## src/rtl/fetch_redirect_ctrl.sv

```systemverilog
// fetch_redirect_ctrl: arbitrates decode/execute redirect requests and
// load-use stalls into one-hot fetch commands, flush strobes and
// saturating event counters. A one-cycle squash shadow follows every
// redirect so that wrong-path requests behind it are ignored.
//
// Interface semantics: the *_valid inputs qualify their stage's fields in
// the same cycle. There is no back-pressure on this block. Every command
// output is a single-cycle strobe that the fetch unit consumes
// unconditionally in the cycle it is high.
module fetch_redirect_ctrl #(
  parameter int XLEN  = 32,
  parameter int CNT_W = 16
) (
  input  logic             clk,
  input  logic             reset,
  input  logic             id_valid,
  input  logic             id_is_jal,
  input  logic [XLEN-1:0]  id_UJimm,
  input  logic [4:0]       id_rs1,
  input  logic [4:0]       id_rs2,
  input  logic             id_use_rs1,
  input  logic             id_use_rs2,
  input  logic             ex_valid,
  input  logic             ex_is_branch,
  input  logic             ex_br_taken,
  input  logic             ex_is_jalr,
  input  logic [XLEN-1:0]  ex_jalr_target,
  input  logic [XLEN-1:0]  ex_SBimm,
  input  logic             ex_is_load,
  input  logic [4:0]       ex_rd,
  output logic             b_en,
  output logic             UJ_en,
  output logic             jalr,
  output logic             stall,
  output logic [XLEN-1:0]  al,
  output logic [XLEN-1:0]  UJimm,
  output logic [XLEN-1:0]  SBimm,
  output logic             flush_ifid,
  output logic             flush_idex,
  output logic [CNT_W-1:0] redirect_cnt,
  output logic [CNT_W-1:0] stall_cnt,
  output logic [1:0]       state_dbg
);

  typedef enum logic [1:0] {
    RUN       = 2'd0,
    SHADOW_EX = 2'd1,
    SHADOW_ID = 2'd2
  } state_t;

  state_t state, state_next;
  logic   ev, dv, load_use;

  assign state_dbg = state;

  // Arbitration by program age: execute is older than decode, so its
  // redirects win; a load-use stall outranks the younger decode JAL.
  always_comb begin
    b_en       = 1'b0;
    UJ_en      = 1'b0;
    jalr       = 1'b0;
    stall      = 1'b0;
    al         = '0;
    UJimm      = '0;
    SBimm      = '0;
    flush_ifid = 1'b0;
    flush_idex = 1'b0;
    state_next = RUN;

    // Shadow after an execute redirect kills both younger stages;
    // shadow after a decode redirect kills only the decode slot.
    ev = ex_valid & (state != SHADOW_EX);
    dv = id_valid & (state == RUN);

    load_use = ev & ex_is_load & (ex_rd != 5'd0) & dv &
               ((id_use_rs1 & (id_rs1 == ex_rd)) |
                (id_use_rs2 & (id_rs2 == ex_rd)));

    if (reset) begin
      state_next = RUN;
    end else if (ev & ex_is_jalr) begin
      jalr       = 1'b1;
      al         = ex_jalr_target;
      flush_ifid = 1'b1;
      flush_idex = 1'b1;
      state_next = SHADOW_EX;
    end else if (ev & ex_is_branch & ex_br_taken) begin
      b_en       = 1'b1;
      SBimm      = ex_SBimm;
      flush_ifid = 1'b1;
      flush_idex = 1'b1;
      state_next = SHADOW_EX;
    end else if (load_use) begin
      stall      = 1'b1;
      flush_idex = 1'b1;
      state_next = RUN;
    end else if (dv & id_is_jal) begin
      UJ_en      = 1'b1;
      UJimm      = id_UJimm;
      flush_ifid = 1'b1;
      state_next = SHADOW_ID;
    end
  end

  // State register; reset aborts any shadow in progress.
  always_ff @(posedge clk) begin
    if (reset) state <= RUN;
    else       state <= state_next;
  end

  // Saturating event counters, held at all-ones once reached.
  always_ff @(posedge clk) begin
    if (reset) begin
      redirect_cnt <= '0;
      stall_cnt    <= '0;
    end else begin
      if ((jalr | b_en | UJ_en) && (redirect_cnt != {CNT_W{1'b1}}))
        redirect_cnt <= redirect_cnt + 1'b1;
      if (stall && (stall_cnt != {CNT_W{1'b1}}))
        stall_cnt <= stall_cnt + 1'b1;
    end
  end

endmodule

```

## config.mk

```make
export PLATFORM = sky130hd
export DESIGN_NAME = fetch_redirect_ctrl
export DESIGN_NICKNAME = d
export VERILOG_FILES = /design/src/rtl/fetch_redirect_ctrl.sv
export SDC_FILE = /design/constraint.sdc
export NUM_CORES = 1
export LEC_CHECK = 0
export BUFFER_PORTS_ARGS = -buffer_cell sky130_fd_sc_hd__buf_2
export CAP_MARGIN = 5
export CORE_MARGIN = 10
export CORE_UTILIZATION = 28
export DETAILED_ROUTE_END_ITERATION = 10
export PLACE_DENSITY = 0.7
export SYNTH_ARGS = -nofsm -noshare
export SYNTH_HDL_FRONTEND = slang
export SYNTH_SLANG_ARGS = --single-unit
```

## constraint.sdc

```tcl
create_clock -name clk -period 2.8 [get_ports clk]
set_clock_uncertainty 0.15 [all_clocks]
set_input_delay 0.28 -clock clk [delete_from_list [all_inputs] [get_ports clk]]
set_output_delay 0.28 -clock clk [all_outputs]
set_load 0.02 [all_outputs]
```

==> impl_metrics.tcl, run 1 <==
set metrics [dict create \
    die_area_um2 13200 \
    synth_seq_cells 34 \
    synth-async-reset-ratio_pct 0 \
    cts_num_sinks 34 \
    drtAntennaViolNets 0 \
    min_period_over_period_pct 92.8 \
    layout-drive-gt1-share_pct 49.7 \
    yosys.area.top_type "dfxtp_1" \
    dr.pass1.iters 5 \
    synthCells 331 \
    layout_setup_ws_ns 0.201 \
    antennaDiodeCount 0 \
    post_cts_resized 0 \
    fin_nets 709 \
    portBuffers 257 \
    syn_area_per_cell_um2 7.61 \
    grt_max_degree 34 \
    drc 0 \
    pre_cts_ws_ns 0.192 \
    ios 258 \
    postCtsHoldBufs 0 \
    grt_overflow 0 \
    cts_buffers 5 \
    slew_headroom_pct 68.7 \
    grt_setup_unrepaired "false" \
    utilization_pct 46.2 \
    finalSetupTns_ns 0 \
    fin_total_pwr_mw 1.13 \
    start_util_pct 28.9 \
    cts_buffer_depth 2 \
    wirelength_mm 12.1 \
    status "complete, no violations" \
    setup_violations 0 \
    crit_type "flop to primary output" \
    power_leakage_nw 2.14 \
    holdCritPathClass "input port to flop" \
    timing.fmax_ghz 0.385 \
    row_count 34 \
    clk_latency_ns 0.28 \
    path_clk_slew_ns 0.06 \
    dp_hpwl_mm 10.5 \
    synth_top_area_share_pct 27.0 \
    synth-edff-count 0 \
    die_w_um 115 \
    synth_most_common_cell "and2_1" \
    grtUsageTotal_pct 16.6 \
    cp.arrival_ns 2.17 \
    synthDistinctLibCells 41 \
    crit_fanout 33 \
    cts-root-buf "clkbuf_8" \
    synth.cell_area_um2 2520 \
    grt_pass1_wl_mm 18.0 \
    ir_drop_v 0.000144 \
    cts_tree "yes" \
    cp-end-kind "primary output" \
    synthTopCellsByArea "dfxtp_1 (27%), and2_1 (24%), xnor2_1 (9.0%), nor2_1 (4.9%), nand3_1 (3.0%)" \
    htree_levels 2 \
    initialDrtViolationCount 105 \
    vias 3231 \
    synth_commonest_cells "and2_1 (98), dfxtp_1 (34), nor2_1 (33), xnor2_1 (26), nand2_1 (17)" \
    areaGrowthSynthToFinish_pct 60.0 \
    antenna_found_initial 0 \
    cts_setup_buffers 0 \
    maxCapViolCount 0 \
    worstMarginPinSlew_ns 0.469 \
    cp-start-kind "flop" \
    avgRoutedWirePerCell_um 17.4 \
    coreArea_um2 8720 \
    die_y_um 115 \
    synth-main-ff-cell "dfxtp_1" \
    slew_viol_final 0 \
    worstPathRequired_ns 2.37 \
    grt_pass1_vias 3210 \
    min_period_ns 2.60 \
    via_per_inst 4.66 \
    hold_violations 0 \
    yosysWarnings 0 \
    syn-num-nets 455 \
    gp_congestion 0.896 \
    synth.yosys.seq_area_share_pct 27.0 \
    p_per_area_nw_per_um2 280 \
]
## routing by layer
layer | track usage, % | wire [um]
met2 | 28.3 | 6290
met4 | 4.46 | 162
met5 | 0 | 0
met1 | 18.8 | 4320
met3 | 6.61 | 1280
## logic make-up (layout without fill, tap and decap cells)
kind of cell	after synthesis	count (layout)	synth area share, %
buffers and inverters	21	276	3.77
xor gates and xnor gates	27	27	9.38
adders and majority gates	2	2	0.993
DFF	34	34	27.0
AOI/OAI and AO/OA	25	25	6.31
and+or+nand+nor	216	216	50.0
muxes	6	6	2.53
## flip-flops by register name, indices dropped and copies added, names as in the netlist
register and flops:
state_dbg 2, redirect_cnt 16, stall_cnt 16
## final timing paths
| path | to | slack [ns] | startpoint | depth (start not counted) |
|---|---|---|---|---|
| min | state_dbg[1]$_SDFF_PP0_ | 0.20 | id_is_jal | 3 |
| max | UJimm[22] | 0.20 | state_dbg[1]$_SDFF_PP0_ | 9 |
| max reg2reg | redirect_cnt[1]$_SDFFE_PP0P_ | 0.30 | redirect_cnt[6]$_SDFFE_PP0P_ | 8 |
| min reg2reg | redirect_cnt[15]$_SDFFE_PP0P_ | 0.35 | redirect_cnt[15]$_SDFFE_PP0P_ | 2 |
## layout by cell type (no fill, tap or decap), types with 2 or more instances in the layout
cell type / Yosys / final
buf_2: 1 / 257
xnor2_1: 26 / 26
nor2b_1: 3 / 3
nand2b_1: 3 / 3
nor4b_1: 2 / 2
buf_4: 2 / 7
and3_1: 3 / 3
mux2i_1: 3 / 3
nand4_1: 10 / 10
clkbuf_8: 0 / 6
nor3_1: 5 / 4
or4_1: 3 / 3
mux2_2: 3 / 3
or3_1: 4 / 4
ha_1: 2 / 2
o31ai_1: 3 / 3
o21ai_0: 5 / 5
inv_1: 4 / 4
nor4_1: 9 / 7
nand2_1: 17 / 17
nand3_1: 15 / 14
a21oi_2: 2 / 2
nor3_2: 4 / 5
nor3b_2: 3 / 4
nor4_2: 0 / 2
a21oi_1: 9 / 9
nor2_1: 33 / 33
and2_1: 98 / 98
dfxtp_1: 34 / 34
## area by class of cell
class | count | area (um^2)
clock buffers | 7 | 86.3
clock inverters | 1 | 5.00
fillers | 882 | 4690
inverters | 4 | 15.0
multi-input cells | 276 | 1770
flip-flops and latches | 34 | 681
well taps | 108 | 135
repair buffers | 264 | 1340
## report_power, final
part	leakage [nW]	total (mW)	internal, mW	switching, mW
combinational	1.82	0.261	0.122	0.139
sequential	0.274	0.492	0.487	0.00483
clock	0.0482	0.377	0.198	0.178
total	2.14	1.13	0.808	0.322
## metrics by stage
step                cells  hold WS (ns)  instance area (um^2)
floorplan             331         0.308                  2520
finish                694         0.200                  4030
global route          694         0.218                  4030
global placement      686         0.330                  3930
detailed placement    686         0.351                  3930
CTS                   694         0.192                  4020
## critical path: stages, from the launching register on
cell	delay [ns]
dfxtp_1	0.34
nor3b_4	0.28
nand3_2	0.14
a21oi_2	0.19
nand2_1	0.13
nand3_1	0.18
nor3_2	0.05
buf_4	0.22
and2_1	0.19
buf_2	0.16
No activity file was read; power rests on OpenSTA's default activity.
==> run 2: changes to the inputs <==
Settings changed: CORE_MARGIN 10 to 3.
==> impl_metrics.tcl, run 2 (synthesis gave the netlist of run 1 again) <==
set metrics [dict create \
    status "complete, no violations" \
    maxCapViolCount 0 \
    final_common_cell "buf_2" \
    hold_violations 0 \
    crit_fanout 33 \
    crit_type "flop to primary output" \
    ir_drop_v 0.000154 \
    drc 0 \
    row_count 33 \
    stdcell_count 698 \
    antenna_found_initial 2 \
    cts_buffer_depth 2 \
    fill_cells 869 \
    holdCritPathClass "input port to flop" \
    cp.arrival_ns 2.14 \
    slew_viol_final 0 \
    power_leakage_nw 2.17 \
    finalSetupTns_ns 0 \
    worstPathRequired_ns 2.37 \
    slew_headroom_pct 69.1 \
    dp.cells 685 \
    die_area_um2 10200 \
    wirelength_mm 11.4 \
    fin_nets 714 \
    min_period_over_period_pct 91.7 \
    initialDrtViolationCount 102 \
    avgRoutedWirePerCell_um 16.3 \
    die_w_um 101 \
    gp_congestion 0.839 \
    cts_buffers 5 \
    timing.fmax_ghz 0.389 \
    ios 258 \
    worstMarginPinSlew_ns 0.464 \
    grt_pass1_wl_mm 16.4 \
    grt_setup_unrepaired "false" \
    dr.pass1.iters 4 \
    min_period_ns 2.57 \
    htree_levels 2 \
    grt_overflow 0 \
    postCtsHoldBufs 0 \
    grt_pass1_vias 3112 \
    drtAntennaViolNets 0 \
    portBuffers 257 \
    reg2reg_slack_ns 0.27 \
    layout-drive-gt1-share_pct 49.9 \
    clk_latency_ns 0.28 \
    die_y_um 101 \
    areaGrowthSynthToFinish_pct 61.6 \
    coreArea_um2 8460 \
    cts_num_sinks 34 \
    cp-start-kind "flop" \
    vias 3306 \
    setup_violations 0 \
    cts-root-buf "clkbuf_8" \
    start_util_pct 29.8 \
    cp-end-kind "primary output" \
    grtUsageTotal_pct 20.6 \
    via_per_inst 4.74 \
    path_clk_slew_ns 0.07 \
    dp_hpwl_mm 9.56 \
    mostFrequentLayoutCells "buf_2 (257), and2_1 (98), dfxtp_1 (34)" \
    p_per_area_nw_per_um2 280 \
    cts_tree "yes" \
    grt_max_degree 34 \
]
run 2: worst paths after layout:
path,from,end,depth (start not counted)
worst min register to register,redirect_cnt[15]$_SDFFE_PP0P_,redirect_cnt[15]$_SDFFE_PP0P_,2
worst min-delay path,id_is_jal,state_dbg[1]$_SDFF_PP0_,3
worst max-delay path,state_dbg[0]$_SDFF_PP0_,UJimm[5],9
worst max register to register,redirect_cnt[0]$_SDFFE_PP0P_,redirect_cnt[13]$_SDFFE_PP0P_,10
run 2: timing repair:
item                       CTS  global route
setup buffers                0             3
gates resized for setup      0             2
setup endpoints to repair    0            32
run 2: cell type report:
type	count	area, um^2	area share, %
Multi-Input combinational cell	276	1770	43.5
Timing Repair Buffer	269	1380	33.8
Sequential cell	34	681	16.7
Tap cell	105	131	3.23
Clock buffer	7	86.3	2.12
Inverter	4	15.0	0.369
Clock inverter	1	5.00	0.123
Antenna cell	2	5.00	0.123
run 2: layer usage:
| layer | vias to the layer above | track usage [%] | share of wire [%] |
|---|---|---|---|
| li1 | 1630 | - | - |
| met1 | 1511 | 25.2 | 38 |
| met2 | 149 | 35.7 | 52 |
| met3 | 16 | 4.64 | 7.6 |
| met4 | 0 | 6.01 | 2.3 |
| met5 | - | 0 | 0 |
run 2: worst max-delay path, stage by stage (launching register included):
cell and delay (ns):
dfxtp_1 0.35, nor3b_4 0.25, nand3_1 0.17, a21oi_4 0.19, nand2_1 0.13, nand3_2 0.15
nor3_2 0.04, buf_4 0.21, and2_1 0.19, buf_2 0.16
run 2: where the power goes:
group | total (mW) | leakage, nW | internal, mW | switching [mW]
combinational | 0.272 | 1.84 | 0.128 | 0.144
clock | 0.374 | 0.0482 | 0.198 | 0.176
sequential | 0.492 | 0.274 | 0.487 | 0.00495
total | 1.14 | 2.17 | 0.813 | 0.325
run 2: metrics by stage:
stage | setup WS [ns] | hold slack, ns | utilization [%] | cell area, um^2 | power (mW)
6_report | 0.232 | 0.153 | 48.1 | 4070 | 1.14
5_1_grt | 0.0429 | 0.174 | 48.1 | 4070 | 1.19
4_1_cts | 0.194 | 0.189 | 47.6 | 4030 | 1.14
3_5_place_dp | 0.298 | 0.348 | 46.6 | 3940 | 0.768
3_3_place_gp | 0.353 | 0.344 | 46.6 | 3940 | 0.766
2_1_floorplan | 0.467 | 0.308 | - | 2520 | 0.629
